[src/rtl/muldiv_unit.sv]
// Multi-cycle MULT/MULTU/DIV/DIVU engine for the execute stage; busyE stalls the pipeline
// while an operation runs and doneE pulses for one cycle with the {HI,LO} result.
module muldiv_unit #(
    parameter int MUL_CYCLES = 2
) (
    input  logic        clk,
    input  logic        resetn,
    input  logic        startE,
    input  logic [1:0]  opE,
    input  logic [31:0] srcaE,
    input  logic [31:0] srcbE,
    input  logic        cancelE,
    output logic        busyE,
    output logic        doneE,
    output logic [31:0] hiE,
    output logic [31:0] loE,
    output logic [1:0]  stateE
);

    typedef enum logic [1:0] {
        IDLE = 2'd0,
        BUSY = 2'd1,
        DONE = 2'd2
    } state_t;

    state_t      state;
    state_t      state_next;
    logic [5:0]  count;
    logic [1:0]  op_q;
    logic [31:0] a_q;
    logic [31:0] b_q;
    logic [31:0] dvs_q;
    logic [63:0] rq;
    logic [31:0] hi_q;
    logic [31:0] lo_q;

    logic        accept;
    logic        in_signed_div;
    logic [31:0] mag_a_in;
    logic [31:0] mag_b_in;
    logic        is_div;
    logic        is_signed;
    logic        div_zero;
    logic [63:0] shifted;
    logic [32:0] diff;
    logic [63:0] rq_step;
    logic [31:0] quot;
    logic [31:0] rem;
    logic [63:0] ext_a;
    logic [63:0] ext_b;
    logic [63:0] product;
    logic [63:0] result;

    assign accept        = (state == IDLE) & startE & ~cancelE;
    assign in_signed_div = (opE == 2'b10);
    assign mag_a_in      = (in_signed_div & srcaE[31]) ? -srcaE : srcaE;
    assign mag_b_in      = (in_signed_div & srcbE[31]) ? -srcbE : srcbE;

    assign is_div    = op_q[1];
    assign is_signed = ~op_q[0];
    assign div_zero  = is_div & (b_q == 32'd0);

    // One restoring step: shift {rem,quot} left, keep the trial subtraction if it did not borrow.
    assign shifted = {rq[62:0], 1'b0};
    assign diff    = {1'b0, shifted[63:32]} - {1'b0, dvs_q};
    assign rq_step = diff[32] ? shifted : {diff[31:0], shifted[31:1], 1'b1};

    assign quot = (is_signed & (a_q[31] ^ b_q[31])) ? -rq_step[31:0] : rq_step[31:0];
    assign rem  = (is_signed & a_q[31]) ? -rq_step[63:32] : rq_step[63:32];

    assign ext_a   = is_signed ? {{32{a_q[31]}}, a_q} : {32'd0, a_q};
    assign ext_b   = is_signed ? {{32{b_q[31]}}, b_q} : {32'd0, b_q};
    assign product = ext_a * ext_b;

    always_comb begin
        result = product;
        if (is_div) begin
            if (div_zero) result = {a_q, 32'hFFFF_FFFF};
            else          result = {rem, quot};
        end
    end

    always_comb begin
        state_next = state;
        busyE      = 1'b0;
        doneE      = 1'b0;
        case (state)
            IDLE: begin
                if (accept) begin
                    state_next = BUSY;
                    busyE      = 1'b1;
                end
            end
            BUSY: begin
                busyE = 1'b1;
                if (cancelE)            state_next = IDLE;
                else if (count == 6'd0) state_next = DONE;
            end
            DONE: begin
                state_next = IDLE;
                doneE      = ~cancelE;
            end
            default: state_next = IDLE;
        endcase
        if (!resetn) busyE = 1'b0;
    end

    always_ff @(posedge clk or negedge resetn) begin
        if (!resetn) state <= IDLE;
        else         state <= state_next;
    end

    always_ff @(posedge clk or negedge resetn) begin
        if (!resetn) begin
            count <= 6'd0;
            op_q  <= 2'b00;
            a_q   <= 32'd0;
            b_q   <= 32'd0;
            dvs_q <= 32'd0;
            rq    <= 64'd0;
            hi_q  <= 32'd0;
            lo_q  <= 32'd0;
        end else if (accept) begin
            op_q  <= opE;
            a_q   <= srcaE;
            b_q   <= srcbE;
            dvs_q <= mag_b_in;
            rq    <= {32'd0, mag_a_in};
            if (!opE[1])               count <= 6'(MUL_CYCLES - 1);
            else if (srcbE == 32'd0)   count <= 6'd0;
            else                       count <= 6'd31;
        end else if ((state == BUSY) && !cancelE) begin
            rq <= rq_step;
            if (count != 6'd0) begin
                count <= count - 6'd1;
            end else begin
                hi_q <= result[63:32];
                lo_q <= result[31:0];
            end
        end
    end

    assign hiE    = hi_q;
    assign loE    = lo_q;
    assign stateE = state;

endmodule

[config.mk]
export PLATFORM = sky130hd
export DESIGN_NAME = muldiv_unit
export DESIGN_NICKNAME = d
export VERILOG_FILES = /design/src/rtl/muldiv_unit.sv
export SDC_FILE = /design/constraint.sdc
export NUM_CORES = 2
export LEC_CHECK = 0
export BUFFER_PORTS_ARGS = -buffer_cell sky130_fd_sc_hd__buf_2
export CAP_MARGIN = 25
export CORE_MARGIN = 10
export CORE_UTILIZATION = 59
export DETAILED_ROUTE_END_ITERATION = 16
export GPL_TIMING_DRIVEN = 0
export PLACE_DENSITY = 0.88
export REMOVE_ABC_BUFFERS = 1
export SETUP_SLACK_MARGIN = 0.15
export SLEW_MARGIN = 40
export SYNTH_ARGS = -nofsm -noshare
export SYNTH_HDL_FRONTEND = slang
export SYNTH_SLANG_ARGS = --single-unit
[constraint.sdc]
create_clock -name clk -period 11.4 [get_ports clk]
set_clock_uncertainty 0.1 [all_clocks]
set_input_delay 2.28 -clock clk [delete_from_list [all_inputs] [get_ports clk]]
set_output_delay 2.28 -clock clk [all_outputs]
set_load 0.01 [all_outputs]
Word level (Yosys, flattened, before mapping). Index checks and enable logic that the tools add are counted.

Muxes and demuxes: 24. Bitwise operators: 12. $mul: 1. Add/sub/neg operators: 6. Reduce and logical (&&, ||, !) cells: 12. Equality and inequality tests: 5.

Operators with widths (number): 64-bit 2-to-1 mux (5); 32-bit 2-to-1 mux (4); 32-bit negator (4); 63-bit 2-to-1 mux (2); 32-bit logical NOT (2); 64-bit by 64-bit multiplier with 64-bit output (1); 32-bit by 32-bit subtractor with 33-bit output (1); 6-bit 2-to-1 mux (3); 5-bit 2-to-1 mux (2); 1-bit bitwise AND (7); 6-bit logical NOT (1); 2-bit 2-to-1 mux (3); 6-bit nonzero test (1); 6-bit by 1-bit subtractor with 6-bit output (second input constant) (1); 2-bit equality test (second input constant) (2); 1-bit NOT (4); 2-bit case mux with 2 select lines (1); 2-bit AND reduction (2); 2-bit nonzero test (2); 1-bit 2-to-1 mux (3); 3-bit inequality test (second input constant) (1); 3-bit AND reduction (1); 2-bit by 1-bit equality test with 1-bit output (second input constant) (1); 2-bit logical NOT (1); 5 further kinds (5).

Logic and storage cells: 69. Register bits after elaboration: 233.

Logic depth before layout (Yosys ltp).
Depth after elaboration: 6. Gate-level depth with buffers: 39. Depth with buffers taken out: 34.

Worst setup path before layout. OpenSTA, ideal clock, no wires.

Kind: reg2reg. From: register a_q[31]. To: register hi_q[27] (netlist: hiE[27]). Arrival time: 9900 ps. Setup time: 126 ps. Period minus slack after synthesis: 10127 ps. Cell stages (with the launch flop): 35. Slack: 1273 ps. Data required time: 11174 ps. Cell sequence: dfrtp_1 -> clkbuf_1 -> nor2b_1 -> clkbuf_1 -> clkbuf_1 -> clkbuf_1 -> clkbuf_1 -> nand2_1 -> fa_1 -> inv_1 -> fa_1 -> fa_1 -> inv_1 -> fa_1 -> inv_1 -> fa_1 -> fa_1 -> fa_1 -> fa_1 -> fa_1 -> inv_1 -> fa_1 -> inv_1 -> ha_1 -> clkbuf_1 -> a21o_1 -> a21o_1 -> a221oi_1 -> o21ai_0 -> o22ai_1 -> o21ai_0 -> a21o_1 -> a311oi_1 -> xnor2_1 -> a221o_1.

Cells in the longest elaborated chain, start to end: 4. Elaborated cells between the ends (all ways): 6.

Ends and longest elaborated chain: start: declaration (RTL line 30) `logic [31:0] a_q;`; start signal: assignment (RTL line 125) `a_q <= srcaE;`; branches (longest 3 deep; another with 64-bit by 64-bit multiplier with 64-bit output); 64-bit 2-to-1 mux (*) (RTL line 77) `if (is_div) begin`; end signal: assignment (RTL line 137) `hi_q <= result[63:32];`; end: declaration (RTL line 34) `logic [31:0] hi_q;`.

Every way passes the cells marked *. A chain may end at the register's enable or synchronous reset.

Final worst setup path.
From: register a_q[31]. To: register hi_q[28] (netlist: hiE[28]).

The elaborated chain is that of the path after synthesis.

==> run summary <==
Tightest Pin Transition -> 944 ps
Post-layout min period -> 11010 ps
CTS Buffer Depth -> 3
FP Rows -> 119
Total GRT Usage -> 32.0%
Pin count of the biggest net entering global routing -> 75
Number of I/O pins -> 138
CP Data Arrival Time -> 11410 ps
TritonCTS Sinks -> 232
CP dominant cell by count -> fa_1
H-tree Lvls -> 1
CTS clk-pin slew, worst paths -> 70 ps
Worst slack, placed -> -379 ps
Max_cap viols -> 0
Initial core utilization -> 59.4%
Crit end category -> register
GR Overflow Total -> 0
Pre-antenna DRT Iters -> 8
Vias -> 49.6k
Post-synth EDFFs -> 0
DR iter-0 viols -> 4945
TritonCTS clock tree -> built
CP max-delay cell -> fa_1
Die ar. -> 119000 sq um
Vias per cell -> 6.03
Layout cell share with drive strength beyond 1 -> 5.76%
CP Data Required Time -> 11800 ps
Final setup fails -> 0
I/O Buffers -> 137
Mapped Cells -> 6917
CTS Buf Count -> 26
Synth warn -> 0
CP Launch Point -> a_q[31]$_DFFE_PN0P_
PnR worst setup slack -> 394 ps
Main synth FF type -> dfrtp_1
Status -> completed
Wire per inst -> 23.2 um
Slew headroom -> 37.0%
Count of different cell masters after synthesis -> 94
Seq cells post-synth -> 232
Die Y-Extent -> 346 um
Initial antenna violation count -> 15
Worst hold path class -> reg -> reg
Vias in the first global route -> 54.4k
Clk Latency, worst-skew pair -> 610 ps
WS Path Type -> reg -> reg
Critical Path Fanout Max -> 36
Unrepaired setup endpoints after global routing -> false
Setup TNS -> 0 ps
Fillers -> 8123
Achievable Freq -> 90.9 MHz
Most frequent cells in the layout -> inv_1 (1575), fa_1 (1419), nand2_1 (960)
Min-delay src -> loE[12]$_DFFE_PN0P_
Detailed Place HPWL -> 150000 um
Final ANT Viol Nets -> 0
Tcrit/Tclk final -> 96.5%
Post-synthesis async set-or-reset flop share -> 100%
Post-Route WL -> 191000 um
DRC Markers -> 0
Placer Congestion -> 0.964
Synth Cell Area -> 62500 sq um
Critical Path Source Type -> register
First-pass GRT wire length -> 301000 um
Root Buffer -> clkbuf_16
FF-to-FF Start -> a_q[31]$_DFFE_PN0P_
Final hold vios -> 0
Max Transition Viols Final -> 0
Synth Area per Inst -> 9.04 sq um
Final core utilization -> 62.7%
Commonest non-fill, non-tap cell in the layout -> inv_1
CP peak stage delay -> 710 ps
Core box area -> 105000 sq um
Post-synthesis sequential area ratio -> 9.28%
Die W -> 346 um
Net count, final -> 8637
Synthesis-to-finish area growth -> 5.57%
## layer usage
layer	part of all wire (%)	global-route usage [%]	routed length (um)	vias to the layer above
met4	6.7	17.8	12800	12
li1	-	-	-	20400
met3	12	10.1	23800	925
met1	34	38.3	65800	24900
met2	46	51.1	88700	3389
met5	0.037	0	71	-
## critical path: cells and delay by family (launching register included)
kind / cells / cell delay [ps]
compound gates: 6 / 1500
xor+xnor: 1 / 160
fa+ha+maj: 11 / 5840
buf+inv: 11 / 1460
flops: 1 / 490
simple gates: 5 / 1230
## metrics by stage
| step | hold slack [ps] | cell area (sq um) | cells |
|---|---|---|---|
| 3_3_place_gp | 356 | 63600 | 8090 |
| 5_1_grt | 397 | 66000 | 8218 |
| 6_report | 377 | 66000 | 8228 |
| 2_1_floorplan | 350 | 61200 | 6562 |
| 3_5_place_dp | 365 | 65100 | 8158 |
| 4_1_cts | 380 | 65900 | 8207 |
## registers in the layout (all words and copies together), names as in the netlist
name,cells
rq,63
a_q,32
b_q,32
hiE,32
loE,32
dvs_q,31
count,6
op_q,2
stateE,2
## Yosys cell counts (all sizes together), types with 26 or more instances
library cell / instances / area, sq um
nor3: 40 / 200
a31oi: 60 / 382
fa: 1420 / 28400
ha: 346 / 4330
xnor2: 169 / 1480
nand2: 964 / 3620
clkbuf: 331 / 1240
a21o: 57 / 428
or3: 26 / 163
o22ai: 35 / 219
nor4: 26 / 178
and2: 595 / 3720
xor2: 89 / 780
nand3: 29 / 150
dfrtp: 232 / 5810
inv: 1579 / 5930
nor2: 174 / 653
a21oi: 159 / 800
o21ai: 215 / 1080
## path summary, 6_finish.rpt
check                      cells past startpoint                   end  slack (ps)
max in group asynchronous                      2   a_q[27]$_DFFE_PN0P_        8960
min in group asynchronous                      1  count[1]$_DFFE_PN0P_        1470
hold / removal                                 2   loE[12]$_DFFE_PN0P_         380
setup reg to reg                              34   hiE[28]$_DFFE_PN0P_         390
setup / recovery                              34   hiE[28]$_DFFE_PN0P_         390
hold reg to reg                                2   loE[12]$_DFFE_PN0P_         380
## timing repair
item | 4_1_cts | 5_1_grt
hold buffers | 0 | 0
gates resized for setup | 2 | 3
pin swaps | 0 | 2
setup buffers | 1 | 4
endpoints found under the setup margin | 9 | 9
## cell type report
cell class | count | area (sq um) | area share [%]
diodes | 16 | 40.0 | 0.0606
inverters | 1579 | 5930 | 8.98
multi-input cells | 4751 | 49600 | 75.2
clock inverters | 16 | 146 | 0.222
clock buffers | 32 | 683 | 1.03
well taps | 1391 | 1740 | 2.64
repair buffers | 211 | 1870 | 2.84
flip-flops and latches | 232 | 5990 | 9.08
## cells by family (layout without fill, tap and decap cells)
logic type                 after synthesis  after routing  share of synthesized area, %
DFF                                    232            232                          9.28
muxes                                   19             19                         0.308
xor gates and xnor gates               258            258                          3.61
AOI/OAI and AO/OA                      718            718                          7.34
buffers and inverters                 1934           1838                          11.6
and+or+nand+nor                       1988           1988                          15.4
other                                    0             16                             0
adders and majority gates             1768           1768                          52.4
Power is not shown: default switching activity piles up to over one toggle a cycle in this logic, so the estimate is an artifact.
